==> src/rtl/pipe_ctrl_pkg.sv <==
// Shared definitions for the pipeline controller: control-register indices,
// MEM-stage control opcodes, ISA exception codes, STATUS layout and modes.
package pipe_ctrl_pkg;

   localparam int WORD_ADDR_W = 30;
   localparam int WORD_DATA_W = 32;
   localparam int REG_ADDR_W  = 5;

   // Control-register file indices (7..31 are unimplemented and read 0)
   localparam logic [REG_ADDR_W-1:0] CREG_STATUS     = 5'd0;
   localparam logic [REG_ADDR_W-1:0] CREG_PRE_STATUS = 5'd1;
   localparam logic [REG_ADDR_W-1:0] CREG_EPC        = 5'd2;
   localparam logic [REG_ADDR_W-1:0] CREG_EXP_VECTOR = 5'd3;
   localparam logic [REG_ADDR_W-1:0] CREG_CAUSE      = 5'd4;
   localparam logic [REG_ADDR_W-1:0] CREG_INT_MASK   = 5'd5;
   localparam logic [REG_ADDR_W-1:0] CREG_IRQ_PEND   = 5'd6;

   // STATUS bit positions
   localparam int STATUS_MODE_BIT = 0;
   localparam int STATUS_IE_BIT   = 1;

   typedef enum logic [1:0] {
      CTRL_OP_NOP  = 2'd0,
      CTRL_OP_WRCR = 2'd1,
      CTRL_OP_EXRT = 2'd2
   } ctrl_op_e;

   typedef enum logic [2:0] {
      ISA_EXP_NONE     = 3'd0,
      ISA_EXP_EXT_INT  = 3'd1,
      ISA_EXP_UNDEF    = 3'd2,
      ISA_EXP_OVERFLOW = 3'd3,
      ISA_EXP_MISALIGN = 3'd4,
      ISA_EXP_TRAP     = 3'd5,
      ISA_EXP_PRIV     = 3'd6
   } isa_exp_e;

   typedef enum logic {
      EXE_MODE_KERNEL = 1'b0,
      EXE_MODE_USER   = 1'b1
   } exe_mode_e;

   // Event committed from the MEM-stage register this cycle
   typedef enum logic [2:0] {
      COMMIT_NONE,
      COMMIT_EXP,
      COMMIT_IRQ,
      COMMIT_EXRT,
      COMMIT_WRCR
   } commit_e;

endpackage

==> src/rtl/pipe_ctrl_irq_sync.sv <==
// Two-flop synchronizer for the external interrupt lines, followed by the
// INT_MASK gate (mask bit 1 = line masked).
module pipe_ctrl_irq_sync #(
   parameter int IRQ_CH = 8
) (
   input  logic              clk,
   input  logic              reset_,
   input  logic [IRQ_CH-1:0] irq,
   input  logic [IRQ_CH-1:0] int_mask,
   output logic [IRQ_CH-1:0] pending
);

   logic [IRQ_CH-1:0] meta_q, meta_d;
   logic [IRQ_CH-1:0] sync_q, sync_d;

   // Shift the raw request through the two synchronizer stages
   always_comb begin
      meta_d = irq;
      sync_d = meta_q;
   end

   // Synchronizer flops, cleared by reset
   always_ff @(posedge clk or negedge reset_) begin
      if (!reset_) begin
         // NOTE: non-blocking (<=) so both stages sample pre-edge values; blocking would collapse the chain to one flop.
         meta_q <= '0;
         sync_q <= '0;
      end else begin
         meta_q <= meta_d;
         sync_q <= sync_d;
      end
   end

   assign pending = sync_q & ~int_mask;

endmodule

==> src/rtl/pipe_ctrl.sv <==
// Pipeline controller for the 5-stage core: per-stage stall/flush, the
// control-register file, and commit of exceptions, interrupts, EXRT and WRCR
// from the MEM-stage register with fetch redirection through NewPC.
module pipe_ctrl
   import pipe_ctrl_pkg::*;
#(
   parameter int          IRQ_CH         = 8,
   parameter logic [29:0] EXP_VECTOR_RST = 30'h0
) (
   input  logic                   clk,
   input  logic                   reset_,
   input  logic                   LDHazard,
   input  logic                   IFBusy,
   input  logic                   MemBusy,
   input  logic                   MemEn,
   input  logic [WORD_ADDR_W-1:0] MemPC,
   input  logic [1:0]             MemCtrlOp,
   input  logic [REG_ADDR_W-1:0]  MemDstAddr,
   input  logic [WORD_DATA_W-1:0] MemWrData,
   input  logic [2:0]             MemExpCode,
   input  logic [IRQ_CH-1:0]      Irq,
   input  logic [REG_ADDR_W-1:0]  CRegRdAddr,
   output logic [WORD_DATA_W-1:0] CRegRdData,
   output logic                   ExeMode,
   output logic                   IFStall,
   output logic                   IDStall,
   output logic                   EXStall,
   output logic                   MemStall,
   output logic                   IFFlush,
   output logic                   IDFlush,
   output logic                   EXFlush,
   output logic                   MemFlush,
   output logic [WORD_ADDR_W-1:0] NewPC
);

   // Control-register file
   logic [1:0]             status_q,     status_d;
   logic [1:0]             pre_status_q, pre_status_d;
   logic [WORD_ADDR_W-1:0] epc_q,        epc_d;
   logic [WORD_ADDR_W-1:0] exp_vector_q, exp_vector_d;
   logic [2:0]             cause_q,      cause_d;
   logic [IRQ_CH-1:0]      int_mask_q,   int_mask_d;

   logic              busy;
   logic [IRQ_CH-1:0] irq_pending;
   commit_e           commit;

   pipe_ctrl_irq_sync #(
      .IRQ_CH (IRQ_CH)
   ) u_irq_sync (
      .clk      (clk),
      .reset_   (reset_),
      .irq      (Irq),
      .int_mask (int_mask_q),
      .pending  (irq_pending)
   );

   assign busy     = IFBusy | MemBusy;
   assign IFStall  = busy | LDHazard;
   assign IDStall  = busy;
   assign EXStall  = busy;
   assign MemStall = busy;
   assign ExeMode  = status_q[STATUS_MODE_BIT];

   // Pick the highest-priority event committing from MEM this cycle
   always_comb begin
      // NOTE: every signal of an always_comb gets a default first, so no path can leave it unassigned and infer a latch.
      commit = COMMIT_NONE;
      if (MemEn && !busy) begin
         if (MemExpCode != ISA_EXP_NONE) begin
            commit = COMMIT_EXP;
         end else if (status_q[STATUS_IE_BIT] && (|irq_pending)) begin
            commit = COMMIT_IRQ;
         end else if (MemCtrlOp == CTRL_OP_EXRT) begin
            commit = COMMIT_EXRT;
         end else if (MemCtrlOp == CTRL_OP_WRCR) begin
            commit = COMMIT_WRCR;
         end
      end
   end

   // Next creg state, redirect target and flush pattern for the chosen event
   always_comb begin
      status_d     = status_q;
      pre_status_d = pre_status_q;
      epc_d        = epc_q;
      exp_vector_d = exp_vector_q;
      cause_d      = cause_q;
      int_mask_d   = int_mask_q;
      NewPC        = '0;
      IFFlush      = 1'b0;
      IDFlush      = LDHazard & ~busy;
      EXFlush      = 1'b0;
      MemFlush     = 1'b0;

      if (commit != COMMIT_NONE) begin
         IFFlush  = 1'b1;
         IDFlush  = 1'b1;
         EXFlush  = 1'b1;
         MemFlush = 1'b1;
      end

      case (commit)
         COMMIT_EXP, COMMIT_IRQ: begin
            NewPC        = exp_vector_q;
            pre_status_d = status_q;
            status_d     = 2'b00;
            epc_d        = MemPC;
            if (commit == COMMIT_IRQ) begin
               cause_d = ISA_EXP_EXT_INT;
            end else begin
               cause_d = MemExpCode;
            end
         end
         COMMIT_EXRT: begin
            NewPC    = epc_q;
            status_d = pre_status_q;
         end
         COMMIT_WRCR: begin
            // Refetch the next instruction under the new mode/mask
            NewPC = WORD_ADDR_W'(MemPC + 30'd1);
            case (MemDstAddr)
               CREG_STATUS:     status_d     = MemWrData[1:0];
               CREG_PRE_STATUS: pre_status_d = MemWrData[1:0];
               CREG_EPC:        epc_d        = MemWrData[31:2];
               CREG_EXP_VECTOR: exp_vector_d = MemWrData[31:2];
               CREG_CAUSE:      cause_d      = MemWrData[2:0];
               CREG_INT_MASK:   int_mask_d   = MemWrData[IRQ_CH-1:0];
               default: ;
            endcase
         end
         default: ;
      endcase
   end

   // Combinational creg read port for ID; a same-cycle WRCR is not bypassed
   always_comb begin
      CRegRdData = '0;
      case (CRegRdAddr)
         CREG_STATUS:     CRegRdData[1:0]        = status_q;
         CREG_PRE_STATUS: CRegRdData[1:0]        = pre_status_q;
         CREG_EPC:        CRegRdData[31:2]       = epc_q;
         CREG_EXP_VECTOR: CRegRdData[31:2]       = exp_vector_q;
         CREG_CAUSE:      CRegRdData[2:0]        = cause_q;
         CREG_INT_MASK:   CRegRdData[IRQ_CH-1:0] = int_mask_q;
         CREG_IRQ_PEND:   CRegRdData[IRQ_CH-1:0] = irq_pending;
         default: ;
      endcase
   end

   // Creg state registers; reset drops any commit in flight
   always_ff @(posedge clk or negedge reset_) begin
      if (!reset_) begin
         // NOTE: the creg file is a handful of discrete flops, so every entry is reset (unlike a RAM array).
         status_q     <= 2'b00;
         pre_status_q <= 2'b00;
         epc_q        <= '0;
         exp_vector_q <= EXP_VECTOR_RST;
         cause_q      <= '0;
         int_mask_q   <= '1;
      end else begin
         status_q     <= status_d;
         pre_status_q <= pre_status_d;
         epc_q        <= epc_d;
         exp_vector_q <= exp_vector_d;
         cause_q      <= cause_d;
         int_mask_q   <= int_mask_d;
      end
   end

endmodule

==> config.mk <==
export PLATFORM = sky130hd
export DESIGN_NAME = pipe_ctrl
export DESIGN_NICKNAME = d
export VERILOG_FILES = /design/src/rtl/pipe_ctrl_pkg.sv /design/src/rtl/pipe_ctrl_irq_sync.sv /design/src/rtl/pipe_ctrl.sv
export SDC_FILE = /design/constraint.sdc
export NUM_CORES = 1
export LEC_CHECK = 0
export ABC_AREA = 0
export BUFFER_PORTS_ARGS = -buffer_cell sky130_fd_sc_hd__buf_2
export CELL_PAD_IN_SITES_DETAIL_PLACEMENT = 1
export CELL_PAD_IN_SITES_GLOBAL_PLACEMENT = 1
export CORE_UTILIZATION = 36
export CTS_BUF_LIST = sky130_fd_sc_hd__clkbuf_16
export DETAILED_ROUTE_END_ITERATION = 8
export HOLD_SLACK_MARGIN = 0.05
export PLACE_DENSITY_LB_ADDON = 0.08
export SLEW_MARGIN = 20
export SYNTH_ARGS = -nofsm -noshare
export SYNTH_HDL_FRONTEND = slang
export SYNTH_SLANG_ARGS = --single-unit
==> constraint.sdc <==
create_clock -name clk -period 2.6 [get_ports clk]
set_input_delay 0.13 -clock clk [delete_from_list [all_inputs] [get_ports clk]]
set_output_delay 0.13 -clock clk [all_outputs]
set_load 0.01 [all_outputs]
# --- Word-level counts from Yosys, hierarchy flattened ---
# Index checks and enable logic that the tools add are counted.
# Widths: inputs -> output; s select.
totals:
  reg_bits: 91
  latch_bits: 0
  mem_bits_rw: 0
  mem_bits_ro: 0
  word_cells: 74
  memories: 0
op_classes:
  addsub: 1
  n_mul: 0
  n_div: 0
  n_lt_le_gt_ge: 0
  n_eq_ne: 21
  shifts: 0
  muxes: 21
  n_bitwise: 6
  n_reduce_logical: 17
ops:
  columns: ["cell", "n"]
  rows:
  - ["$pmux 30 s3", 1]
  - ["$pmux 30 s2", 1]
  - ["$pmux 24 s2", 1]
  - ["$add 30x1->30 const B", 1]
  - ["$mux 30", 1]
  - ["$eq 5x3->1 const B", 5]
  - ["$mux 3", 7]
  - ["$eq 5x2->1 const B", 4]
  - ["$pmux 5 s4", 1]
  - ["$reduce_and 2->1", 6]
  - ["$eq 5x1->1 const B", 2]
  - ["$logic_not 5->1", 2]
  - ["$pmux 2 s5", 1]
  - ["$reduce_bool 3->1", 3]
  - ["$and 8x8->8", 1]
  - ["$ne 2x1->1 const B", 4]
  - ["$not 8->8", 1]
  - ["$reduce_or 8->1", 1]
  - ["$eq 3x2->1 const B", 2]
  - ["$pmux 2 s3", 1]
  - ["$pmux 3 s2", 1]
  - ["$pmux 1 s5", 1]
  - ["$mux 2", 2]
  - ["$pmux 2 s2", 1]
  - ["other kinds (12)", 15]

# --- Depth between registers and ports, before layout ---
depth:
  depth_word: 11
  ltp_mapped: 8
  depth_no_buf: 6

# --- Hierarchy ---
# From an unflattened synthesis, not the netlist that was laid out.
unflattened:
  hier_cells: 522
  hier_area_um2: 5572.8
by_module_without_submodules:
  columns: ["mod", "n_inst", "cells_each", "area_each_um2"]
  rows:
  - ["pipe_ctrl", 1, 498, 5062.4]
  - ["pipe_ctrl_irq_sync", 1, 24, 510.5]

# --- Worst setup path before layout ---
# No wires, ideal clock.
synth_path:
  kind: "register -> register"
  startpoint: "register int_mask_q[4]"
  endpoint: "register exp_vector_q[0]"
  setup_ns: 0.125
  arrival_time_ns: 2.392
  t_required_ns: 2.475
  path_slack_ns: 0.084
  stages_incl_launch_ff: 9
  path_buffers: 3
  period_less_slack_ns: 2.516
  path_cell_list: "dfstp_2 nor2b_1 or4_1 buf_2 o21a_1 buf_2 nor3_1 buf_2 mux2_2"
synth_via:
  elab_chain_len: 9
synth_rtl:
  columns: ["element", "line", "rtl"]
  rows:
  - ["start: declaration", "pipe_ctrl.sv:42", "logic [IRQ_CH-1:0] int_mask_q, int_mask_d;"]
  - ["start signal: assignment", "pipe_ctrl.sv:167", "int_mask_q <= int_mask_d;"]
  - ["$not 8->8", "pipe_ctrl_irq_sync.sv:34", "assign pending = sync_q & ~int_mask;"]
  - ["$and 8x8->8", "pipe_ctrl_irq_sync.sv:34", null]
  - ["$reduce_or 8->1", "pipe_ctrl.sv:72", "end else if (status_q[STATUS_IE_BIT] && (|irq_pending)) begin"]
  - ["$logic_and 1x1->1", "pipe_ctrl.sv:72", null]
  - ["$mux 3", "pipe_ctrl.sv:72", null]
  - ["$mux 3", "pipe_ctrl.sv:70", "if (MemExpCode != ISA_EXP_NONE) begin"]
  - ["$mux 3", "pipe_ctrl.sv:69", "if (MemEn && !busy) begin"]
  - ["$eq 3x3->1", "pipe_ctrl.sv:103", "case (commit)"]
  - ["$reduce_and 2->1 (no line)", null, null]
  - ["end signal: assignment", "pipe_ctrl.sv:165", "exp_vector_q <= exp_vector_d;"]
  - ["end: declaration", "pipe_ctrl.sv:40", "logic [WORD_ADDR_W-1:0] exp_vector_q, exp_vector_d;"]
# No other way between the ends.
# A chain may end at the register's enable or synchronous reset.

# --- Worst setup path after layout ---
layout_path:
  startpoint: "register int_mask_q[3]"
  endpoint: "output NewPC[10]"
layout_via:
  elab_chain_len: 10
layout_rtl:
  columns: ["element", "line", "rtl"]
  rows:
  - ["$not 8->8 *", "pipe_ctrl_irq_sync.sv:34", null]
  - ["$and 8x8->8 *", "pipe_ctrl_irq_sync.sv:34", null]
  - ["$reduce_or 8->1 *", "pipe_ctrl.sv:72", null]
  - ["$logic_and 1x1->1 *", "pipe_ctrl.sv:72", null]
  - ["$mux 3 *", "pipe_ctrl.sv:72", null]
  - ["$mux 3 *", "pipe_ctrl.sv:70", null]
  - ["$mux 3 *", "pipe_ctrl.sv:69", null]
  - ["$eq 3x2->1 or $eq 3x1->1 (tied branches)", "pipe_ctrl.sv:103", null]
  - ["$reduce_or 2->1", "pipe_ctrl.sv:103", null]
  - ["$pmux 30 s3 *", "pipe_ctrl.sv:103", null]
  - ["end: declaration", "pipe_ctrl.sv:33", "output logic [WORD_ADDR_W-1:0] NewPC"]
# Mark *: on every way between the ends. The rest lies on a longest branch, timed or not.

==> out/results.txt <==
Status -> finished, violations left
Violations in the final reports -> setup timing
Nets -> 990
DRT Pass-1 Iters -> 5
Syn Inst Count -> 705
Most frequent CP cell -> buf_6
Diodes inserted -> 0
CTS buffer count -> 9
RSZ-0062 raised after global routing -> true
CP arrival -> 2.67 ns
TritonCTS clock tree -> yes
# rows -> 48
Mux cell area share after synthesis -> 12.97%
Pwr dens -> 424.8 nW/um^2
Commonest non-fill, non-tap cell in the layout -> buf_2
Synth Area per Inst -> 9.028 um^2
Die Width -> 135.0 um
Syn_nets -> 797
Num ports -> 162
Final setup fails -> 64
Initial antenna violation count -> 0
Layout Cells excl Fill -> 1128
Total wire length -> 28000 um
Most frequent cells in the layout -> 158 x buf_2, 83 x dfrtp_1, 41 x buf_4
Min setup slack post-route -> -0.1969 ns
Core area -> 17300 um^2
Initial Util -> 36.80%
Crit path max-delay cell type -> or4_4
Max frequency -> 357.5 MHz
Max H-tree Level -> 3
Type of the worst setup path -> reg -> out
CP Cell Sequence -> nor2b_2 -> or4_4 -> buf_6 -> o21ai_4 -> buf_6 -> buf_12 -> a21oi_2 -> a311o_1 -> buf_2
Clock-pin slew on the worst setup and hold paths -> 0.07 ns
DP Cell Count -> 1066
Worst VDD drop -> 0.3219 mV
Longest Clk Path Bufs -> 2
DP Worst Slack -> 0.007318 ns
Vias -> 7018
Max Cap Viol -> 0
Via-to-Cell Ratio -> 6.222
Area of the mapped netlist -> 6365 um^2
Synth warn -> 0
Clk_lat worst skew -> 0.36 ns
First-pass GRT wire length -> 43520 um
Number of fill cells -> 2024
Crit path capture type -> output port
Post-synthesis simple-gate area fraction -> 19.66%
Synth Area in Compound Gates -> 20.74%
Synth Register Bits -> 91
Final period util -> 107.6%
CTS root buffer -> clkbuf_16
Tot GR Track Use -> 31.49%
Dominant synthesized flop cell -> dfrtp_1
GP Congestion -> 0.8603
Max FO, Critical Path -> 8
Register area -> 2287 um^2
Worst min path class -> in -> reg
Post-Synth XOR/XNOR Area -> 3.853%
Final-report max-slew violation count -> 0
Slew at the pin closest to its max-slew limit -> 0.9497 ns
Clock Sinks -> 91
Die Y -> 135.0 um
Sequential area share after synthesis -> 35.93%
Final HPWL DP -> 18270 um
Post-synth EDFFs -> 0
GRT overflow -> 0
Setup Skew -> 0.006669 ns
Async set or reset register ratio after synthesis -> 100.0%
WL per Instance -> 24.82 um
Count of different cell masters after synthesis -> 54
Leakage power -> 3.944 nW
Max stage delay on crit path -> 0.56 ns
Share of cells above drive strength 1 -> 36.88%
Sum Neg Setup Slack -> -7.416 ns
Residual DRC -> 0
Area Overhead vs Synth -> 37.27%
Post-Synth Adder-Cell Area -> 0.1966%
Req. time, crit path -> 2.47 ns
Die area -> 18220 um^2
Final min period -> 2.797 ns
Final hold viol count -> 0
Nature of the critical path startpoint -> flip-flop
Largest net degree at the start of global routing -> 48
Normalized max-slew margin -> 36.50%
Port Buffer Count -> 161
DR iter-0 viols -> 538
Largest family of logic cells by synthesized area -> compound AO/OA/AOI/OAI gates
Multi-input gate area -> 3925 um^2
Power Total -> 3.711 mW
Vias in the first global route -> 7352
Post-route ant nets -> 0
## Yosys cell counts (16+ instances only)
library cell	count	share of area [%]
a2bb2oi_1	30	4.1
a21o_1	19	2.2
nand3_1	20	1.6
nand2_1	30	1.8
nor4_1	36	3.5
mux2_2	27	4.8
clkbuf_1	52	3.1
a211oi_1	18	2.1
inv_1	36	2.1
o21ai_0	35	2.8
o221ai_1	18	2.5
xor2_1	16	2.2
nor2_1	35	2.1
nand4_1	30	2.9
nor3_1	32	2.5
mux2i_1	30	4.7
dfrtp_1	83	33
## power by group
| part | switching, mW | leakage, nW | total, mW | internal (mW) |
|---|---|---|---|---|
| logic | 0.371 | 2.69 | 0.668 | 0.297 |
| clock network | 0.660 | 0.149 | 1.42 | 0.756 |
| registers | 0.101 | 1.11 | 1.63 | 1.53 |
## layer usage
metal | share of wire, % | GRT usage [%] | up-vias | routed length [um]
li1 | - | - | 3081 | -
met1 | 44 | 42.80 | 3571 | 12410
met2 | 47 | 50.72 | 309 | 13060
met3 | 6.2 | 3.941 | 57 | 1742
met4 | 2.8 | 12.61 | 0 | 782
met5 | 0 | 0 | - | 0
## worst max-delay path: cells and delay by family, from the launching register on
kind | cells | cell delay, ns
and+or+nand+nor | 2 | 0.61
AOI/OAI and AO/OA | 3 | 0.52
buffers and inverters | 4 | 0.61
DFF | 1 | 0.55
## cell families (layout without fill, tap and decap cells)
family | Yosys count | in the layout
muxes | 72 | 72
AOI/OAI and AO/OA | 178 | 178
buffers and inverters | 105 | 303
adders and majority gates | 1 | 1
DFF | 91 | 91
xor gates and xnor gates | 28 | 28
and+or+nand+nor | 230 | 230
## metrics by stage
step | area (um^2) | hold slack, ns | util, %
4_1_cts | 8615 | 0.05174 | 49.80
2_1_floorplan | 6365 | -0.1656 | -
3_3_place_gp | 7586 | 0.1213 | 43.86
3_5_place_dp | 7586 | 0.1291 | 43.86
5_1_grt | 8737 | 0.06351 | 50.51
6_report | 8737 | 0.05535 | 50.51
## state kept, by name, indices dropped and copies added (netlist names)
signal	flops
cause_q	3
epc_q	30
exp_vector_q	30
int_mask_q	8
pre_status_q	2
status_q	2
u_irq_sync.meta_q	8
u_irq_sync.sync_q	8
## timing repair
action	4_1_cts	5_1_grt
cloned	6	2
resized for setup	53	20
hold buffers	22	0
setup buffers	17	1
endpoints found under the setup margin	40	81
pin swaps	11	2
endpoints found under the hold margin	52	0
## cell type report
class                      instances  share of cell area [%]
multi-input combinational        509                   44.92
sequential                        91                   26.18
timing repair buffer             251                   20.65
tap                              225                   3.222
clock buffer                       9                   2.578
inverter                          36                   1.547
clock inverter                     7                  0.9022
## worst paths after layout
| kind | startpoint | to | slack, ns | cells after the start |
|---|---|---|---|---|
| min in group asynchronous | reset_ | u_irq_sync.sync_q[1] | 0.28 | 2 |
| max reg2reg | int_mask_q[3] | epc_q[2] | -0.11 | 12 |
| min | MemWrData[12] | exp_vector_q[10] | 0.06 | 2 |
| min reg2reg | u_irq_sync.meta_q[6] | u_irq_sync.sync_q[6] | 0.35 | 0 |
| max | int_mask_q[3] | NewPC[10] | -0.20 | 9 |
| max in group asynchronous | reset_ | int_mask_q[2] | 1.59 | 3 |
Power figures use the tool's default switching activity.
